File: src/rtl/sum_accumulator_pkg.sv
// Shared definitions for the sum_accumulator block: state encodings and default sizing.
`default_nettype none

package sum_accumulator_pkg;

  typedef logic [1:0] state_t;

  localparam state_t S_IDLE  = 2'd0;
  localparam state_t S_ACCUM = 2'd1;
  localparam state_t S_DONE  = 2'd2;

  localparam int DEF_WIDTH = 5;
  localparam int DEF_N_OPS = 8;
  localparam int CNT_W     = 4;

endpackage

`default_nettype wire

File: src/rtl/sum_accumulator_adder.sv
// Ripple-carry adder used as the accumulation datapath (A + B, no carry-in).
`default_nettype none

module adder #(
  parameter int WIDTH = 5
) (
  input  logic [WIDTH-1:0] A,
  input  logic [WIDTH-1:0] B,
  output logic [WIDTH-1:0] S,
  output logic             Cout
);

  logic [WIDTH:0] carry;

  assign carry[0] = 1'b0;

  for (genvar i = 0; i < WIDTH; i++) begin : g_bit
    assign S[i]       = A[i] ^ B[i] ^ carry[i];
    assign carry[i+1] = (A[i] & B[i]) | (carry[i] & (A[i] ^ B[i]));
  end

  assign Cout = carry[WIDTH];

endmodule

`default_nettype wire

File: src/rtl/sum_accumulator.sv
// Accepts a burst of N_OPS operands, accumulates them through the ripple adder
// (wrapping), and presents the total plus a sticky overflow flag on a handshake.
`default_nettype none

module sum_accumulator
  import sum_accumulator_pkg::*;
#(
  parameter int WIDTH = DEF_WIDTH,
  parameter int N_OPS = DEF_N_OPS
) (
  input  logic             Clock,
  input  logic             Reset,
  input  logic             Clear,
  input  logic [WIDTH-1:0] Din,
  input  logic             In_valid,
  output logic             In_ready,
  output logic [WIDTH-1:0] Acc,
  output logic [CNT_W-1:0] Count,
  output logic             Ovf,
  output logic             Out_valid,
  input  logic             Out_ready
);

  localparam logic [CNT_W-1:0] LAST_IDX = CNT_W'(N_OPS - 1);

  state_t             state_q, state_d;
  logic [WIDTH-1:0]   acc_q, acc_d;
  logic [CNT_W-1:0]   count_q, count_d;
  logic               ovf_q, ovf_d;

  logic [WIDTH-1:0]   sum_w;
  logic               cout_w;
  logic               accept_w;

  adder #(.WIDTH(WIDTH)) u_adder (
    .A    (acc_q),
    .B    (Din),
    .S    (sum_w),
    .Cout (cout_w)
  );

  always_ff @(posedge Clock or posedge Reset) begin
    if (Reset) begin
      state_q <= S_IDLE;
      acc_q   <= '0;
      count_q <= '0;
      ovf_q   <= 1'b0;
    end else begin
      state_q <= state_d;
      acc_q   <= acc_d;
      count_q <= count_d;
      ovf_q   <= ovf_d;
    end
  end

  assign accept_w = In_valid & In_ready;

  // Clear takes priority over any handshake; every path back to IDLE zeroes the datapath.
  always_comb begin
    state_d = state_q;
    acc_d   = acc_q;
    count_d = count_q;
    ovf_d   = ovf_q;
    if (Clear) begin
      state_d = S_IDLE;
      acc_d   = '0;
      count_d = '0;
      ovf_d   = 1'b0;
    end else begin
      case (state_q)
        S_IDLE, S_ACCUM: begin
          if (accept_w) begin
            acc_d   = sum_w;
            count_d = count_q + CNT_W'(1);
            ovf_d   = ovf_q | cout_w;
            state_d = (count_q == LAST_IDX) ? S_DONE : S_ACCUM;
          end
        end
        S_DONE: begin
          if (Out_ready) begin
            state_d = S_IDLE;
            acc_d   = '0;
            count_d = '0;
            ovf_d   = 1'b0;
          end
        end
        default: begin
          state_d = S_IDLE;
          acc_d   = '0;
          count_d = '0;
          ovf_d   = 1'b0;
        end
      endcase
    end
  end

  always_comb begin
    In_ready  = (state_q == S_IDLE) || (state_q == S_ACCUM);
    Out_valid = (state_q == S_DONE);
  end

  assign Acc   = acc_q;
  assign Count = count_q;
  assign Ovf   = ovf_q;

endmodule

`default_nettype wire

File: config.mk
export PLATFORM = sky130hd
export DESIGN_NAME = sum_accumulator
export DESIGN_NICKNAME = d
export VERILOG_FILES = /design/src/rtl/sum_accumulator_pkg.sv /design/src/rtl/sum_accumulator_adder.sv /design/src/rtl/sum_accumulator.sv
export SDC_FILE = /design/constraint.sdc
export NUM_CORES = 1
export LEC_CHECK = 0
export CELL_PAD_IN_SITES_DETAIL_PLACEMENT = 1
export CELL_PAD_IN_SITES_GLOBAL_PLACEMENT = 2
export CORE_ASPECT_RATIO = 0.9
export CORE_UTILIZATION = 27
export DETAILED_ROUTE_END_ITERATION = 8
export PLACE_DENSITY_LB_ADDON = 0.1
export SYNTH_ARGS = -nofsm -noshare
export SYNTH_HDL_FRONTEND = slang
export SYNTH_SLANG_ARGS = --single-unit
File: constraint.sdc
create_clock -name Clock -period 2.7 [get_ports Clock]
set_input_delay 0.54 -clock Clock [delete_from_list [all_inputs] [get_ports Clock]]
set_output_delay 0.54 -clock Clock [all_outputs]
set_load 0.03 [all_outputs]
# ---- Word level (Yosys, flattened, before mapping)
# Index checks and enable logic that the tools add are counted.
dict set report word_totals {
  reg_bits 12
  in_bits 10
  out_inout_bits 12
}
dict set report op_classes {
  addsub 1
  eq_ne 5
  mux 17
  bitwise_logic 24
  n_reduce_logical 4
}
# cell n
set op_table {}
lappend op_table {{5-bit two-way mux} 3}
lappend op_table {{4-bit two-way mux} 3}
lappend op_table {{1-bit AND} 10}
lappend op_table {{5-bit one-hot mux with 2 select lines} 1}
lappend op_table {{1-bit bitwise XOR} 9}
lappend op_table {{2-bit two-way mux} 4}
lappend op_table {{4-bit one-hot mux with 2 select lines} 1}
lappend op_table {{1-bit OR} 5}
lappend op_table {{4-bit by 1-bit adder with 4-bit output, second input constant} 1}
lappend op_table {{4-bit by 3-bit equality test with 1-bit output, second input constant} 1}
lappend op_table {{2-bit one-hot mux with 2 select lines} 1}
lappend op_table {{1-bit two-way mux} 3}
lappend op_table {{3-bit by 2-bit != test with 1-bit output, second input constant} 1}
lappend op_table {{3-bit != test, second input constant} 1}
lappend op_table {{2-bit by 1-bit equality test with 1-bit output, second input constant} 1}
lappend op_table {{2-bit equality test, second input constant} 1}
lappend op_table {{2-bit logical NOT} 1}
lappend op_table {{1-bit one-hot mux with 2 select lines} 1}
lappend op_table {{2-bit AND reduction} 1}
lappend op_table {{2-bit OR reduction} 1}
lappend op_table {{1-bit logical OR} 1}

# ---- Logic depth before layout (Yosys ltp)
# Gate-level depths: netlist of the first run.
dict set report logic_depth {
  word_depth 13
  ltp_mapped 10
}

# ---- Cells and area by module
# Synthesis of the first run repeated with hierarchy kept, for this count alone.
dict set report unflattened {
  hier_cells 65
  hier_area_um2 696.9
}
# module n_inst cells_each area_each_um2
set modules_own_cells {}
lappend modules_own_cells {sum_accumulator 1 50 566.8}
lappend modules_own_cells {adder 1 15 130.1}

# ---- Least setup slack after synthesis of the first run
# OpenSTA, ideal clock, no wires.
dict set report synth_path {
  kind {register to register}
  startpoint {reg acc_q[0], in the netlist Acc[0]}
  endpoint {reg acc_q[4], in the netlist Acc[4]}
  setup_time_ns 0.121
  t_arrival_ns 2.305
  required_time_ns 2.579
  setup_slack_ns 0.274
  stages_incl_launch_ff 9
  cell_sequence {dfrtp_1 > ha_1 > inv_1 > fa_1 > fa_1 > inv_1 > fa_1 > fa_1 > a22o_1}
}
dict set report synth_via {
  elab_chain_len 11
}
# item line_no
set synth_rtl {}
lappend synth_rtl {{start, declared} sum_accumulator.sv:27} ;# logic [WIDTH-1:0] acc_q, acc_d;
lappend synth_rtl {{start signal, assigned} sum_accumulator.sv:45} ;# acc_q <= '0;
lappend synth_rtl {{start signal, assigned} sum_accumulator.sv:50} ;# acc_q <= acc_d;
lappend synth_rtl {{1-bit AND (2 in series)} sum_accumulator_adder.sv:19} ;# assign carry[i+1] = (A[i] & B[i]) | (carry[i] & (A[i] ^ B[i]));
lappend synth_rtl {{1-bit OR} sum_accumulator_adder.sv:19}
lappend synth_rtl {{1-bit AND} sum_accumulator_adder.sv:19}
lappend synth_rtl {{1-bit OR} sum_accumulator_adder.sv:19}
lappend synth_rtl {{1-bit AND} sum_accumulator_adder.sv:19}
lappend synth_rtl {{1-bit OR} sum_accumulator_adder.sv:19}
lappend synth_rtl {{1-bit bitwise XOR} sum_accumulator_adder.sv:18} ;# assign S[i] = A[i] ^ B[i] ^ carry[i];
lappend synth_rtl {{5-bit two-way mux} sum_accumulator.sv:72} ;# if (accept_w) begin
lappend synth_rtl {{5-bit one-hot mux with 2 select lines} sum_accumulator.sv:70} ;# case (state_q)
lappend synth_rtl {{5-bit two-way mux} sum_accumulator.sv:64} ;# if (Clear) begin
# Every way passes these cells. The select of a mux whose other input is x is not followed.
# A chain may end at the register's enable or synchronous reset.

# ---- Worst setup path in the final report of the first run
dict set report layout_path {
  startpoint {in Din[0]}
  endpoint {reg acc_q[4], in the netlist Acc[4]}
}
dict set report layout_via {
  elab_chain_len 11
}
# item line_no
set layout_rtl {}
lappend layout_rtl {{start, declared} sum_accumulator.sv:14} ;# input logic [WIDTH-1:0] Din,
lappend layout_rtl {{1-bit AND (2 in series)} sum_accumulator_adder.sv:19}
lappend layout_rtl {{1-bit OR} sum_accumulator_adder.sv:19}
lappend layout_rtl {{1-bit AND} sum_accumulator_adder.sv:19}
lappend layout_rtl {{1-bit OR} sum_accumulator_adder.sv:19}
lappend layout_rtl {{1-bit AND} sum_accumulator_adder.sv:19}
lappend layout_rtl {{1-bit OR} sum_accumulator_adder.sv:19}
lappend layout_rtl {{1-bit bitwise XOR} sum_accumulator_adder.sv:18}
lappend layout_rtl {{5-bit two-way mux} sum_accumulator.sv:72}
lappend layout_rtl {{5-bit one-hot mux with 2 select lines} sum_accumulator.sv:70}
lappend layout_rtl {{5-bit two-way mux} sum_accumulator.sv:64}
# Every way passes these cells. The select of a mux whose other input is x is not followed.

==> results of run 1 <==
-- registers in the layout, summed over array words and instances (netlist names) --
name	flops
Count	4
state_q	2
Acc	5
Ovf	1
-- cell usage in the layout, fill, tap and decap left out, types with 3 or more instances in the layout --
master / n
sky130_fd_sc_hd__clkdlybuf4s50_1: 21
sky130_fd_sc_hd__buf_4: 3
sky130_fd_sc_hd__clkbuf_4: 3
sky130_fd_sc_hd__a22o_1: 4
sky130_fd_sc_hd__fa_2: 3
sky130_fd_sc_hd__inv_1: 8
sky130_fd_sc_hd__dfrtp_1: 12
sky130_fd_sc_hd__nand3_1: 3
sky130_fd_sc_hd__nor2_1: 4
-- kinds of logic (layout without fill, tap and decap cells) --
| group | Yosys count | in the layout | share of synthesized area (%) |
|---|---|---|---|
| AND/OR/NAND/NOR | 17 | 17 | 15.5 |
| AO/OA/AOI/OAI | 14 | 14 | 16.4 |
| flip-flops | 12 | 12 | 44.2 |
| buffers and inverters | 11 | 37 | 6.81 |
| adder cells (fa/ha/maj) | 6 | 6 | 15.5 |
| multiplexers | 1 | 1 | 1.66 |
-- metrics by stage --
step	instances	util [%]	hold WS, ps
after floorplan	61	-	405
after global placement	110	40.9	512
after detailed placement	110	40.9	522
after CTS	114	42.5	539
after global routing	114	42.8	556
final	114	42.8	535
-- report_power, final --
part           internal [mW]  total, mW  switching, mW
logic                 0.0604      0.126         0.0654
registers              0.193      0.207         0.0141
clock network         0.0818      0.141         0.0589
-- repair_timing --
action	in CTS	in global routing
setup buffers	0	0
gates resized for setup	0	4
endpoints found under the setup margin	0	1
-- final timing paths --
check / from / endpoint / cells after the start
hold / removal: Acc[1] / Acc[1] / 1
hold reg to reg: Acc[1] / Acc[1] / 1
min in group asynchronous: Reset / Count[0] / 2
max in group asynchronous: Reset / Count[2] / 2
setup / recovery: Din[0] / Acc[4] / 9
setup reg to reg: Acc[0] / Ovf / 10
-- routing by layer --
| metal | up-vias | global-route usage, % | routed length, um |
|---|---|---|---|
| met5 | - | 0 | 0 |
| met1 | 262 | 22.9 | 851 |
| met4 | 0 | 2.56 | 7 |
| li1 | 268 | - | - |
| met2 | 10 | 17.7 | 669 |
| met3 | 2 | 5.56 | 71 |
-- worst max-delay path: stages --
cell and delay, ps:
sky130_fd_sc_hd__clkdlybuf4s50_1 460, sky130_fd_sc_hd__ha_1 140, sky130_fd_sc_hd__inv_1 50, sky130_fd_sc_hd__fa_2 330, sky130_fd_sc_hd__fa_2 340, sky130_fd_sc_hd__inv_2 60
sky130_fd_sc_hd__fa_2 180, sky130_fd_sc_hd__fa_1 400, sky130_fd_sc_hd__a22o_1 220
-- cell type report --
cell class / instances / area share (%)
multi-input cells: 38 / 34.8
well taps: 27 / 3.46
flip-flops and latches: 12 / 30.7
inverters: 9 / 3.46
clock buffers: 4 / 3.71
repair buffers: 24 / 23.8
==> results.txt, run 1 <==
The run finished with clean final reports. After the first detailed-routing iteration, the DRC count stood at 6. The total power per unit cell area came out at 485 nW/um^2.

The worst-case clock buffer depth is 2. The filler cells instantiated in the layout total 262. The main flop type after synthesis is sky130_fd_sc_hd__dfrtp_1. The flop and latch count out of synthesis is 12.

The number of max-slew violations in the final report came out at 0. The fraction of registers with async set/reset is 100%. The worst pin sits at a relative slew slack of 68.2%. Sorting the synthesized cells by area gives the leading types as sky130_fd_sc_hd__dfrtp_1 (44%), sky130_fd_sc_hd__fa_1 (12%), sky130_fd_sc_hd__a22o_1 (5.2%).

The commonest cells after synthesis are sky130_fd_sc_hd__dfrtp_1 (12), sky130_fd_sc_hd__inv_1 (9), sky130_fd_sc_hd__a22o_1 (4), sky130_fd_sc_hd__fa_1 (4), sky130_fd_sc_hd__nor2_1 (4). The count of endpoints failing hold in the final timing report is 0. The post-synthesis cell type count is 24. The worst hold-check path type is reg2reg.

Detailed placement ended at an HPWL of 1230 um. The number of flops mapped to enable cells by yosys is 0. The placement-stage worst setup slack is -238 ps. The Yosys step of the flow raised 0 warnings. The worst-case IR drop observed on VDD is 0.000272 V. The mapped netlist covers 679 um^2.

The shortest clock period the worst path allows after layout is 2560 ps. The flip-flop and latch area is 300 um^2. The total core area is 2280 um^2. Setup repair after global routing left no endpoint under its margin. The arrival time at the worst endpoint is 2720 ps. The worst-margin pin slew came out at 475 ps. The count of mapped cells out of synthesis came out at 61. The final critical-path setup slack is 137 ps. The via count of the first global-routing pass is 562. After detailed placement, the total cell area comes to 933 um^2. The total I/O pin count came out at 22. At the later pin of the worst-skew pair, clock insertion delay measures 270 ps. The wire length of the first global-routing pass came out at 2740 um.

The height of the die is 49.6 um. In the final layout, the multi-input gates occupy 340 um^2. The final worst clock skew is 2.00 ps.

For this configuration, the core starts out at a cell density of 29.8%. The total of buffers placed on input and output ports came out at 21. After detailed routing, the number of remaining DRC violations is 0. The combined global-route utilization of all metal layers is 14.3%. The number of setup violations in the final report is 0. CTS saw 12 sinks.

The overall via count from detail_route is 542. Buffers inserted to repair hold after CTS numbered 0. The average routed wire per standard cell is 14.0 um. The layout net count is 104. The maximum number of pins on one net before global-route repair came out at 13. The total of max-cap violations is 0. The cell leakage power came out at 0.421 nW.

The overall die width is 54.9 um. The maximum fanout count along the critical path came out at 1. The setup check on the worst reg-to-reg path leaves a slack of 470 ps.

The setup path with the least slack is of type in2reg. The finished layout cell area came out at 977 um^2. Relative to the synthesized area, the layout overhead comes to 43.8%. The residual overflow from global routing came out at 0.

In the routed layout, each cell is associated on average with a via count of 4.75. The number of antenna violations at the first check in global routing came to 0. The post-synthesis cell type with the largest combined area is sky130_fd_sc_hd__dfrtp_1. Of the post-synthesis cell area, the dominant cell type holds 44.2%. The total power came out at 474 uW.

Once detail routing completed, the nets flagged for antenna violations numbered 0. The setup TNS came out at 0 ps. STA classifies the critical path startpoint as an input port.

The tree is rooted in a sky130_fd_sc_hd__clkbuf_4. In this run the mean area of a mapped cell was 11.1 um^2. The most frequent cell after synthesis is sky130_fd_sc_hd__dfrtp_1. The total CTS buffers is 3. The routed design has 1600 um of wire. The detailed-routing iteration count for the pre-antenna-repair pass came out at 4. The final clock period utilization by the worst path came out at 94.9%. The CTS tree is yes. The share of the yosys chip area belonging to registers came out at 44.2%.

The fraction of final layout cells with drive strength greater than 1 is 16.1%. The clock-pin slew on the worst setup and hold paths came out at 80 ps. The row count is 16. The number of antenna diodes in the final layout is 0. The highest attainable clock frequency came out at 0.390 GHz. STA classifies the critical path endpoint as a flip-flop. The floorplan die area came out at 2720 um^2. The data required time at the worst endpoint is 2860 ps. The final weighted congestion of routability-driven global placement came out at 0.709. The number of nets in the synthesized netlist is 77. The CTS H-tree depth is 1.
(Power assumes the default switching activity.)
==> run 2: changes to the inputs <==
--- a/config.mk
+++ b/config.mk
@@ -9,6 +9,7 @@
 export CELL_PAD_IN_SITES_GLOBAL_PLACEMENT = 2
 export CORE_ASPECT_RATIO = 0.9
 export CORE_UTILIZATION = 27
+export CTS_CLUSTER_DIAMETER = 120
 export DETAILED_ROUTE_END_ITERATION = 8
 export PLACE_DENSITY_LB_ADDON = 0.1
 export SYNTH_ARGS = -nofsm -noshare
==> results of run 2 <==
No change in the layout: final DEF, timing and power equal those of run 1.
==> run 3: changes to the inputs <==
--- a/config.mk
+++ b/config.mk
@@ -8,6 +8,7 @@
 export CELL_PAD_IN_SITES_DETAIL_PLACEMENT = 1
 export CELL_PAD_IN_SITES_GLOBAL_PLACEMENT = 2
 export CORE_ASPECT_RATIO = 0.9
+export CORE_MARGIN = 4
 export CORE_UTILIZATION = 27
 export CTS_CLUSTER_DIAMETER = 120
 export DETAILED_ROUTE_END_ITERATION = 8
==> run 3 against run 2 <==
Critical path type unchanged. Register-to-register slack got worse by 40 ps. Critical path depth unchanged. Global-route usage decreased by 2.6 points. Clock-buffer cell count unchanged. Clock power increased by 5%. Largest cell class unchanged. First-iteration DRC count increased by 120%. Highest routed layer unchanged. Critical endpoint unchanged. Via count increased by 3.3%.
==> results.txt, run 3 (same netlist as run 1, synthesis figures left out) <==
The final weighted congestion of routability-driven global placement is 0.709. The post-detailed-placement half-perimeter wirelength is 1280 um. The CTS H-tree depth came out at 1. The total I/O pin count is 22.

The type of the worst setup path is in2reg. The type of destination of the critical path is a flip-flop. The startpoint of the worst hold path is Acc[2]. The overall die width is 60.9 um.

The maximum number of pins on one net before global-route repair is 13. On the critical path the largest part of the delay comes from adder cells. The DRC violation count after routing came out at 0.

Clock skew on the completed layout was measured at 10.7 ps. The worst hold path belongs to the class reg2reg. The startpoint identified for the worst register-to-register timing path is Acc[0]. The sink count of the clock tree is 12. The CTS tree is yes. The placement-stage worst setup slack is -260 ps. STA classifies the critical path startpoint as an input port. The overall routed net length came out at 1660 um. The final critical-path setup slack is 122 ps. The highest attainable clock frequency came out at 0.388 GHz.

The shortest clock period the worst path allows after layout came out at 2580 ps. The floorplan die area is 3380 um^2. The layout net count came out at 104. By instance count, the cell type seen most on the critical path is sky130_fd_sc_hd__fa_1. After clock tree synthesis, the flow added hold-fix buffers numbering 0. The core region is 2280 um^2. In this run the tightest slew margin relative to its limit is 66.9%. The final clock period utilization by the worst path is 95.5%.

The total of max-cap violations came out at 0. For hold timing, the worst endpoint is Acc[2]. At the pin with the least slew margin, the transition time is 495 ps. The height of the die is 55.6 um. The number of resized instances in the post-cts repair step is 0. For this design, the slowest cell found on the critical path is sky130_fd_sc_hd__clkdlybuf4s50_1. The number of cells on the worst hold path is 1. The number of vias per cell is 4.91. The total power per unit cell area is 492 nW/um^2.

The growth of design area from synthesis to finish came out at 43.1%. In this run the static leakage power is 0.425 nW. The post-route antenna net violation count is 0. The largest single stage delay on the critical path is 460 ps.

The most frequent standard cell in the layout excluding fill and tap cells is sky130_fd_sc_hd__clkdlybuf4s50_1. The post-CTS setup buffer count is 0. The via count of the first global-routing pass is 606.

The register-to-register setup slack came out at 430 ps. The count of endpoints failing hold in the final timing report was 0. Data on the critical path is required at its endpoint by 2880 ps.

Along the worst path, the maximum fanout reaches 1. Setup repair after global routing left no endpoint under its margin. In the final layout, the share of cells above drive strength 1 is 12.6%. The final standard cell count with taps included and fillers excluded is 114.

The average routed wire per standard cell is 14.6 um. Global routing consumed, over all layers together, 11.7% of the routing resources. In the layout the commonest cells are sky130_fd_sc_hd__clkdlybuf4s50_1 (21), sky130_fd_sc_hd__dfrtp_1 (12), sky130_fd_sc_hd__inv_1 (9). The placed instance count is 110.

The worst-skew pair later-pin latency came out at 280 ps. The number of max-slew violations in the final report was 0. The flow ran to the end, and the final reports show no timing, DRC or antenna violations.

The number of diodes came out at 0. Port buffering added 21 buffers. The peak ir drop on the vdd network is 0.000216 V. Data arrives at the worst endpoint at 2760 ps. The register with the most flip-flops in the layout has 5 of them. Setup violations remaining at the end of the flow were counted as 0.

The number of cells on the worst reg-to-reg path came out at 10. In this run the critical register-to-register path is captured at Ovf. The setup TNS came out at 0 ps. The buffer and inverter count on the worst path is 3. The detailed router's first-iteration violation count came out at 13. The detailed-routing iteration count for the pre-antenna-repair pass came out at 4. The residual overflow from global routing is 0. The tree is rooted in a sky130_fd_sc_hd__clkbuf_4. In this run, CTS created clock tree buffers numbering 3. The first global-routing pass estimated 2950 um of wire. The clock-pin slew on the worst setup and hold paths came out at 90 ps. The effective utilization at floorplan came out at 29.8%. The row count came out at 16. The number of antenna violations at the first check in global routing is 0. In this run the deepest clock path goes through 2 buffers.

Traced cell by cell, the critical path runs through clkdlybuf4s50_1, ha_1, inv_1, fa_1, fa_2, inv_1, fa_1, fa_1, a22o_1. The overall via count from detail_route is 560.
run 3: cell types whose count changed in the layout (fill, tap and decap cells not counted):
| cell | previous run | this run |
|---|---|---|
| sky130_fd_sc_hd__fa_1 | 1 | 3 |
| sky130_fd_sc_hd__fa_2 | 3 | 1 |
| sky130_fd_sc_hd__inv_1 | 8 | 9 |
| sky130_fd_sc_hd__inv_2 | 1 | 0 |
run 3: area by class of cell:
cell class | instances | area (um^2)
Inverter | 9 | 33.8
Multi-Input combinational cell | 38 | 335
Tap cell | 27 | 33.8
Fill cell | 263 | 1310
Clock buffer | 4 | 36.3
Sequential cell | 12 | 300
Timing Repair Buffer | 24 | 233
run 3: per-layer routing:
| metal | global-route usage, % | vias up | wire length, um |
|---|---|---|---|
| li1 | - | 271 | - |
| met1 | 16.8 | 272 | 827 |
| met2 | 15.7 | 13 | 723 |
| met3 | 4.18 | 4 | 87 |
| met4 | 4.64 | 0 | 25 |
| met5 | 0 | - | 0 |
run 3: worst reg2reg max path, cell delays in order (launching register included):
cell and delay [ps]:
sky130_fd_sc_hd__dfrtp_1 400, sky130_fd_sc_hd__ha_1 180, sky130_fd_sc_hd__inv_1 60, sky130_fd_sc_hd__fa_1 170
sky130_fd_sc_hd__fa_2 190, sky130_fd_sc_hd__inv_1 50, sky130_fd_sc_hd__fa_1 370, sky130_fd_sc_hd__fa_1 370
sky130_fd_sc_hd__a21oi_1 140, sky130_fd_sc_hd__a2bb2oi_1 170, sky130_fd_sc_hd__nor2_1 50
run 3: worst max-delay path by stage:
stage | from | end | slack (ps) | cells after the start
floorplan | Acc[0] | Acc[4] | 270 | 8
global placement | Din[0] | Acc[4] | -200 | 9
detailed placement | Din[0] | Acc[4] | -260 | 9
CTS | Din[0] | Acc[4] | 60 | 9
global route | Din[0] | Ovf | 10 | 11
finish | Din[0] | Acc[4] | 120 | 9
run 3: stage by stage:
step           power [mW]  instance area, um^2  utilization [%]  hold WS [ps]
2_1_floorplan       0.278                  679                -           405
3_3_place_gp        0.335                  933             40.9           509
3_5_place_dp        0.337                  933             40.9           515
4_1_cts             0.490                  970             42.5           536
5_1_grt             0.512                  972             42.6           573
6_report            0.479                  972             42.6           530
run 3: report_power, final:
group	switching (mW)	leakage (nW)	internal, mW	total, mW
combinational	0.0640	0.243	0.0592	0.123
clock	0.0663	0.0210	0.0821	0.148
sequential	0.0139	0.161	0.193	0.207
